`src/rtl/led_panel_pkg.sv`:
```
// Shared state encoding and width helper for the LED panel BCM driver.
package led_panel_pkg;

    typedef enum logic [1:0] {
        IDLE    = 2'd0,
        SHIFT   = 2'd1,
        LATCH   = 2'd2,
        DISPLAY = 2'd3
    } state_t;

    // Counter width for values 0..n-1, never narrower than one bit.
    function automatic int width_of(input int n);
        return (n < 2) ? 1 : $clog2(n);
    endfunction

endpackage

```
`src/rtl/led_panel_bcm_timer.sv`:
```
// BCM on-time counter: loaded during LATCH, done flags the last DISPLAY cycle.
// Latency: done rises BASE_CYCLES<<plane cycles after the load cycle.
// Backpressure: none; load always restarts the count.
module led_panel_bcm_timer
    import led_panel_pkg::*;
#(
    parameter  int DEPTH       = 4,
    parameter  int BASE_CYCLES = 16,
    localparam int PW          = width_of(DEPTH)
) (
    input  logic          clk,
    input  logic          reset_n,
    input  logic          load,
    input  logic [PW-1:0] plane,
    output logic          done
);

    localparam int MAX_CYC = BASE_CYCLES << (DEPTH - 1);
    localparam int CW      = width_of(MAX_CYC + 1);

    logic [CW-1:0] cnt;
    logic [CW-1:0] load_val;

    // Count down from N-1 so that done coincides with the N-th display cycle.
    assign load_val = CW'((BASE_CYCLES << plane) - 1);
    assign done     = (cnt == '0);

    always_ff @(posedge clk or negedge reset_n) begin
        if (!reset_n) begin
            cnt <= '0;
        end else if (load) begin
            cnt <= load_val;
        end else if (cnt != '0) begin
            cnt <= cnt - CW'(1);
        end
    end

endmodule

```
`src/rtl/led_panel_bcm.sv`:
```
// HUB75-style panel driver: shifts one row per bit plane, latches, then shows it BCM-weighted.
// Latency: panel outputs register the state one cycle behind; frame_start marks the first SHIFT cycle.
// Backpressure: none; en is honoured only at frame boundaries, pixel source must answer combinationally.
module led_panel_bcm
    import led_panel_pkg::*;
#(
    parameter  int COLS        = 32,
    parameter  int ADDR_W      = 2,
    parameter  int DEPTH       = 4,
    parameter  int BASE_CYCLES = 16,
    localparam int CW          = width_of(COLS),
    localparam int PW          = width_of(DEPTH)
) (
    input  logic              clk,
    input  logic              reset_n,
    input  logic              en,
    input  logic [DEPTH-1:0]  pix_r,
    input  logic [DEPTH-1:0]  pix_g,
    input  logic [DEPTH-1:0]  pix_b,
    output logic [CW-1:0]     pix_col,
    output logic [ADDR_W-1:0] pix_row,
    output logic              red_out,
    output logic              green_out,
    output logic              blue_out,
    output logic              sclk_out,
    output logic              latch_out,
    output logic              blank_out,
    output logic [ADDR_W-1:0] row_out,
    output logic              frame_start
);

    state_t            state_q, state_d;
    logic [CW-1:0]     col_q;
    logic              phase_q;
    logic [ADDR_W-1:0] row_q;
    logic [PW-1:0]     plane_q;

    logic shift_last, last_plane, frame_end, disp_done, timer_load, frame_go;

    assign shift_last = phase_q && (col_q == CW'(COLS - 1));
    assign last_plane = (plane_q == PW'(DEPTH - 1));
    assign frame_end  = last_plane && (&row_q);
    assign timer_load = (state_q == LATCH);

    assign pix_col = col_q;
    assign pix_row = row_q;

    led_panel_bcm_timer #(
        .DEPTH      (DEPTH),
        .BASE_CYCLES(BASE_CYCLES)
    ) u_timer (
        .clk    (clk),
        .reset_n(reset_n),
        .load   (timer_load),
        .plane  (plane_q),
        .done   (disp_done)
    );

    always_comb begin
        state_d  = state_q;
        frame_go = 1'b0;
        case (state_q)
            IDLE: begin
                if (en) begin
                    state_d  = SHIFT;
                    frame_go = 1'b1;
                end
            end
            SHIFT: begin
                if (shift_last) state_d = LATCH;
            end
            LATCH: state_d = DISPLAY;
            DISPLAY: begin
                if (disp_done) begin
                    // en is only consulted once the whole frame has been shown.
                    if (frame_end && !en) begin
                        state_d = IDLE;
                    end else begin
                        state_d  = SHIFT;
                        frame_go = frame_end;
                    end
                end
            end
            default: state_d = IDLE;
        endcase
    end

    always_ff @(posedge clk or negedge reset_n) begin
        if (!reset_n) begin
            state_q <= IDLE;
            col_q   <= '0;
            phase_q <= 1'b0;
            row_q   <= '0;
            plane_q <= '0;
        end else begin
            state_q <= state_d;
            case (state_q)
                IDLE: begin
                    col_q   <= '0;
                    phase_q <= 1'b0;
                    row_q   <= '0;
                    plane_q <= '0;
                end
                SHIFT: begin
                    phase_q <= ~phase_q;
                    if (phase_q) col_q <= shift_last ? '0 : col_q + CW'(1);
                end
                DISPLAY: begin
                    if (disp_done) begin
                        if (last_plane) begin
                            plane_q <= '0;
                            row_q   <= row_q + ADDR_W'(1);
                        end else begin
                            plane_q <= plane_q + PW'(1);
                        end
                    end
                end
                default: ;
            endcase
        end
    end

    always_ff @(posedge clk or negedge reset_n) begin
        if (!reset_n) begin
            red_out     <= 1'b0;
            green_out   <= 1'b0;
            blue_out    <= 1'b0;
            sclk_out    <= 1'b0;
            latch_out   <= 1'b0;
            blank_out   <= 1'b1;
            row_out     <= '0;
            frame_start <= 1'b0;
        end else begin
            frame_start <= frame_go;
            case (state_q)
                IDLE: begin
                    red_out   <= 1'b0;
                    green_out <= 1'b0;
                    blue_out  <= 1'b0;
                    sclk_out  <= 1'b0;
                    latch_out <= 1'b0;
                    blank_out <= 1'b1;
                end
                SHIFT: begin
                    latch_out <= 1'b0;
                    blank_out <= 1'b1;
                    // Data moves with the falling sclk so it is settled at the rising edge.
                    if (!phase_q) begin
                        sclk_out  <= 1'b0;
                        red_out   <= pix_r[plane_q];
                        green_out <= pix_g[plane_q];
                        blue_out  <= pix_b[plane_q];
                    end else begin
                        sclk_out  <= 1'b1;
                    end
                end
                LATCH: begin
                    sclk_out  <= 1'b0;
                    latch_out <= 1'b1;
                    blank_out <= 1'b1;
                    row_out   <= row_q;
                end
                DISPLAY: begin
                    sclk_out  <= 1'b0;
                    latch_out <= 1'b0;
                    blank_out <= 1'b0;
                end
                default: ;
            endcase
        end
    end

endmodule

```
`config.mk`:
```
export PLATFORM = sky130hd
export DESIGN_NAME = led_panel_bcm
export DESIGN_NICKNAME = d
export VERILOG_FILES = /design/src/rtl/led_panel_pkg.sv /design/src/rtl/led_panel_bcm_timer.sv /design/src/rtl/led_panel_bcm.sv
export SDC_FILE = /design/constraint.sdc
export NUM_CORES = 1
export LEC_CHECK = 0
export ABC_AREA = 0
export BUFFER_PORTS_ARGS = -buffer_cell sky130_fd_sc_hd__buf_4
export CORE_UTILIZATION = 35
export CTS_BUF_LIST = sky130_fd_sc_hd__clkbuf_4
export DETAILED_ROUTE_END_ITERATION = 8
export PLACE_DENSITY = 0.62
export RECOVER_POWER = 25
export SETUP_SLACK_MARGIN = 0.2
export SLEW_MARGIN = 20
export SYNTH_ARGS = -nofsm -noshare
export SYNTH_HDL_FRONTEND = slang
export SYNTH_SLANG_ARGS = --single-unit
export TNS_END_PERCENT = 30
```
`constraint.sdc`:
```
create_clock -name clk -period 2.05 [get_ports clk]
set_input_delay 0.1025 -clock clk [delete_from_list [all_inputs] [get_ports clk]]
set_output_delay 0.1025 -clock clk [all_outputs]
set_load 0.01 [all_outputs]
```
# == Word-level counts from Yosys, hierarchy flattened ==
# Cells that the tools add are included.
# classes
addsub,5
multipliers,0
div,0
n_lt_le_gt_ge,1
n_eq_ne,11
shifts,1
n_mux,37
bitwise,1
n_reduce_logical,19
# op_table
operator,n
2-to-1 mux 8 bit,2
one-hot mux 1 bit (2 select lines),8
2-to-1 mux 2 bit,7
!= test 2 bit (second input constant),6
2-to-1 mux 1 bit,11
2-to-1 mux 5 bit,2
one-hot mux 5 bit (2 select lines),1
OR reduction 3 bit,3
zero test 8 bit,1
one-hot mux 2 bit (2 select lines),2
one-hot mux 2 bit (4 select lines),1
AND reduction 2 bit,4
nonzero test 8 bit,1
<< shifter 5 x 2 -> 8 bit (first input constant),1
subtractor 8 x 1 -> 8 bit (second input constant),1
subtractor 8 x 2 -> 8 bit (second input constant),1
binary-select mux 1 bit (select 2 bit),3
equality test 2 bit (second input constant),3
AND reduction 3 bit,2
nonzero test 2 bit,3
adder 5 x 1 -> 5 bit (second input constant),1
equality test 5 bit (second input constant),1
adder 2 x 1 -> 2 bit (second input constant),2
logical AND 1 bit,3
5 further kinds,5
# totals
regBits,29
latchBits,0
ramBits,0
mem_bits_ro,0
input_bits,15
word_cells,89
mem_count,0

# == Logic depth before layout (Yosys ltp) ==
# logic_depth
ltp_word,6
ltp_mapped,7
mapped_depth_nobuf,7

# == Modules after synthesis ==
# Synthesis repeated with hierarchy kept, for this count alone.
# hier_totals
hier_cells,150
area_unflattened_um2,1579.0
# by_module_without_submodules
mod,n_inst,cells_per_inst,area_each_um2
led_panel_bcm,1,100,1119.8
led_panel_bcm_timer,1,50,459.2

# == Worst setup path before layout ==
# OpenSTA, ideal clock, no wires.
# synth_timing
kind,reg-to-reg
from,register col_q[0] (netlist: pix_col[0])
to,register state_q[1]
arrival_ps,1642
required_ps,1922
setup_slack_ps,280
path_stages_with_launch,8
path_buffers,0
path_cell_list,dfrtp_1 -> ha_1 -> and3_1 -> ha_1 -> nand2_1 -> a21oi_1 -> a21boi_2 -> mux2_1
# synth_between
elab_chain_cells,4
# synth_rtl
item,line,source
start: declaration,led_panel_bcm.sv:33,logic [CW-1:0] col_q;
start signal: assignment,led_panel_bcm.sv:106,if (phase_q) col_q <= shift_last ? '0 : col_q + CW'(1);
equality test 5 bit,led_panel_bcm.sv:40,assign shift_last = phase_q && (col_q == CW'(COLS - 1));
logical AND 1 bit,led_panel_bcm.sv:40,
!= test 2 bit (no source line),-,
AND reduction 3 bit (no source line),-,
end signal: assignment,led_panel_bcm.sv:96,state_q <= state_d;
end: declaration,led_panel_bcm.sv:32,"state_t state_q, state_d;"
# No other way between the ends.
# A chain may end at the register's enable or synchronous reset.

# == Final worst setup path ==
# layout_timing
from,register u_timer.cnt[1]
to,register state_q[1]
# layout_between
elab_chain_cells,3
# layout_rtl
item,line,source
start: declaration,led_panel_bcm_timer.sv:21,logic [CW-1:0] cnt;
start signal: assignment,led_panel_bcm_timer.sv:32,cnt <= load_val;
start signal: assignment,led_panel_bcm_timer.sv:34,cnt <= cnt - CW'(1);
zero test 8 bit,led_panel_bcm_timer.sv:26,assign done = (cnt == '0);
!= test 2 bit (no source line),-,
AND reduction 3 bit (no source line),-,
# No other way between the ends.

==> reports/qor_table.md <==
| Metric | Reported |
|:---|:---|
| Top cells by area, synth | sky130_fd_sc_hd__dfrtp_1 (42%), sky130_fd_sc_hd__ha_1 (11%), sky130_fd_sc_hd__mux4_2 (4.0%) |
| Via density per instance | 5.12 |
| Antenna cells | 0 |
| Number of ports placed on the die boundary | 31 |
| Share of the cycle needed by the critical path after routing | 87.6% |
| Proportion of netlist area held by the largest area contributor | 41.8% |
| Synthesized instance count | 159 |
| Data required time of the critical path | 2270 ps |
| Final worst slack | 254 ps |
| Seq/Total Area, Yosys | 43.4% |
| Synth-to-Final Area Change | 22.8% |
| Number of port buffers | 30 |
| Routed wire per std cell | 13.1 um |
| Largest net degree at the start of global routing | 30 |
| Antenna-violating nets left | 0 |
| DIE AREA | 5070 um2 |
| Part of the total power dissipated in the clock network | 34.6% |
| DRT Wirelength | 3.29 mm |
| Worst max-slew margin expressed relative to the limit | 52.3% |
| Transition time at the pin with the least slew margin | 715 ps |
| Worst Path Arrival | 2010 ps |
| Final setup vio count | 0 |
| CTS H-Tree Depth | 2 |
| Critical-path cell list | inv_1 -> ha_2 -> nor3b_4 -> nand2_2 -> a21boi_2 -> mux2_1 |
| Synth async-reset ratio | 100% |
| Residual overflow from global routing | 0 |
| Max Fanout on Critical Path | 5 |
| Global-route usage over all layers | 14.9% |
| Net count after synthesis | 189 |
| Result of the run | finished, violations left |
| Synth area leader | sky130_fd_sc_hd__dfrtp_1 |
| Power density over the cells | 463 nW/um2 |
| Startpoint-to-endpoint class of the critical path | register to register |
| Stage delay of the slowest cell on the critical path | 400 ps |
| Syn. warnings | 0 |
| Maximum clock rate | 0.557 GHz |
| Starting density of the core | 37.5% |
| Worst hold-check slack | 58.7 ps |
| Clock-pin slew on the worst setup and hold paths | 100 ps |
| Power share of the sequential group | 60.6% |
| Vertical die dimension | 71.2 um |
| Final Hold Viols | 0 |
| Root Buffer | sky130_fd_sc_hd__clkbuf_4 |
| Violations in the final reports | DRC |
| Most used DFF post-synth | sky130_fd_sc_hd__dfrtp_1 |
| Commonest cells after routing, fill and taps aside | sky130_fd_sc_hd__buf_4 (35), sky130_fd_sc_hd__dfrtp_1 (28), sky130_fd_sc_hd__nand2_1 (17), sky130_fd_sc_hd__ha_1 (13), sky130_fd_sc_hd__nand3_1 (9) |
| Kind of end point of the critical path | register |
| Placement Rows | 24 |
| Total CTS buffers | 5 |
| Slew Limit Fails | 0 |
| Accumulated negative setup slack | 0 ps |
| Initial antenna violation count | 0 |
| Core outline area | 4470 um2 |
| Setup repair after global routing missed its margin | yes |
| Total Nets Final | 228 |
| Switch share | 23.9% |
| Wire length of the first global-routing pass | 5.93 mm |
| Number of synthesized flops with an enable pin | 0 |
| Distinct cells, synth | 41 |
| Minimum period implied by the final worst setup slack | 1800 ps |
| Type of the tightest min-delay check | primary input to register |
| Tot Pwr | 0.953 mW |
| Total of flip-flops plus latches after synthesis | 29 |
| Share of cells above drive strength 1 | 31.7% |
| Post-Synthesis Cell Area | 1680 um2 |
| Total number of vias | 1286 |
| Syn_area_per_cell | 10.5 um2 |
| DRC violations left | 3 |
| Worst IR Drop VDD | 0.242 mV |
| Fill cell instance count of the final layout | 429 |
| Number of global-route vias before repair | 1372 |
| Slowest cell on the critical path | sky130_fd_sc_hd__dfrtp_1 |
| Detailed Place HPWL | 2.42 mm |
| Clock skew | 11.3 ps |
| Clock tree from TritonCTS | built |
| Combinational group share of total power | 4.8% |
| Number of clock sinks | 29 |
| Final GP Congestion | 0.741 |
| Switch Pwr | 0.227 mW |
| Leakage component of the power | 1.02 nW |
| Most frequent standard cell in the layout excluding fill and tap cells | sky130_fd_sc_hd__buf_4 |
| Clock Path Buffers | 2 |
| Iter 0 DRT Violations | 82 |
| Number of maximum-capacitance violations | 0 |
| Worst Setup Start Kind | register |
| Insertion delay to the later sink of the worst-skew pair | 330 ps |
| Horiz. Die Dim | 71.2 um |
| P_int | 0.725 mW |
| Length of the first detailed-routing pass in iterations | 6 |
| Setup slack at placement | 188 ps |
| Share of the core filled with cells in the final layout | 46.0% |
[power by group through the flow]
stage                     logic (mW)  clock network, mW  registers, mW
after detailed placement      0.0471                  0          0.588
after global routing          0.0516              0.376          0.578
after floorplan              0.00788                  0          0.590
after global placement        0.0460                  0          0.588
final                         0.0462              0.330          0.577
after CTS                     0.0487              0.338          0.577
[cell usage after synthesis (2+ instances only)]
| library cell | instances |
|---|---|
| sky130_fd_sc_hd__dfrtp_1 | 28 |
| sky130_fd_sc_hd__nand2_1 | 17 |
| sky130_fd_sc_hd__ha_1 | 15 |
| sky130_fd_sc_hd__a21oi_1 | 9 |
| sky130_fd_sc_hd__inv_1 | 9 |
| sky130_fd_sc_hd__nand3_1 | 9 |
| sky130_fd_sc_hd__nor2_1 | 7 |
| sky130_fd_sc_hd__o21ai_0 | 6 |
| sky130_fd_sc_hd__clkbuf_1 | 4 |
| sky130_fd_sc_hd__mux2_2 | 4 |
| sky130_fd_sc_hd__a21o_1 | 3 |
| sky130_fd_sc_hd__a22o_1 | 3 |
| sky130_fd_sc_hd__mux2i_1 | 3 |
| sky130_fd_sc_hd__mux4_2 | 3 |
| sky130_fd_sc_hd__nand2b_1 | 3 |
| sky130_fd_sc_hd__nor3_1 | 3 |
| sky130_fd_sc_hd__xnor2_1 | 3 |
| sky130_fd_sc_hd__and2_1 | 2 |
| sky130_fd_sc_hd__nor2b_1 | 2 |
| sky130_fd_sc_hd__nor3b_2 | 2 |
| sky130_fd_sc_hd__o22ai_1 | 2 |
| sky130_fd_sc_hd__or2_2 | 2 |
| sky130_fd_sc_hd__xor2_1 | 2 |
[repair_timing]
action | 4_1_cts | 5_1_grt
pin swaps | 0 | 1
endpoints found under the setup margin | 1 | 5
resized for setup | 1 | 5
buffers inserted | 2 | 1
hold buffers | 1 | 0
hold endpoints to repair | 29 | 0
[cell type report]
class | instances | area, um2 | share of cell area [%]
Multi-Input combinational cell | 116 | 906 | 44.0
Sequential cell | 29 | 727 | 35.3
Timing Repair Buffer | 37 | 278 | 13.5
Tap cell | 52 | 65.1 | 3.16
Clock buffer | 5 | 37.5 | 1.82
Inverter | 9 | 33.8 | 1.64
Clock inverter | 3 | 12.5 | 0.608
[metrics by stage]
| step | cell area [um2] | cells |
|---|---|---|
| after floorplan | 1680 | 159 |
| after global placement | 1960 | 239 |
| after detailed placement | 1960 | 239 |
| after CTS | 2040 | 250 |
| after global routing | 2060 | 251 |
| final | 2060 | 251 |
[worst paths after layout]
kind	startpoint	endpoint	slack [ps]	cells after the start
worst max-delay path	u_timer.cnt[1]	state_q[1]	250	6
worst min register to register	row_out[1]	row_out[1]	510	1
worst max register to register	u_timer.cnt[1]	state_q[1]	250	6
max in group asynchronous	reset_n	u_timer.cnt[2]	1230	2
min in group asynchronous	reset_n	green_out	350	2
worst min-delay path	en	frame_start	60	2
[flip-flops by register name, indices dropped and copies added, names as in the netlist]
name and count:
blank_out 1, blue_out 1, frame_start 1, green_out 1
latch_out 1, phase_q 1, pix_col 5, pix_row 2
plane_q 2, red_out 1, row_out 2, sclk_out 1
state_q 2, u_timer.cnt 8
[cells by family after synthesis]
kind of cell	Yosys count	share of synthesized area [%]
AND/OR/NAND/NOR	53	17.2
flip-flops	29	43.4
XOR/XNOR	5	2.61
buffers and inverters	14	3.58
AO/OA/AOI/OAI	32	12.9
adder cells (fa/ha/maj)	15	11.2
multiplexers	11	9.18
[layer usage]
metal | wire, um | global-route usage [%]
met3 | 108 | 3.94
met1 | 1440 | 16.4
met2 | 1700 | 27.9
met4 | 38 | 4.44
met5 | 0 | 0
[worst max-delay path, delay by kind of cell (launching register included)]
family / cells / cell delay [ps]
flip-flops: 1 / 400
AND/OR/NAND/NOR: 2 / 430
multiplexers: 1 / 330
AO/OA/AOI/OAI: 1 / 180
buffers and inverters: 1 / 120
adder cells (fa/ha/maj): 1 / 220
No activity file was read; power rests on OpenSTA's default activity.
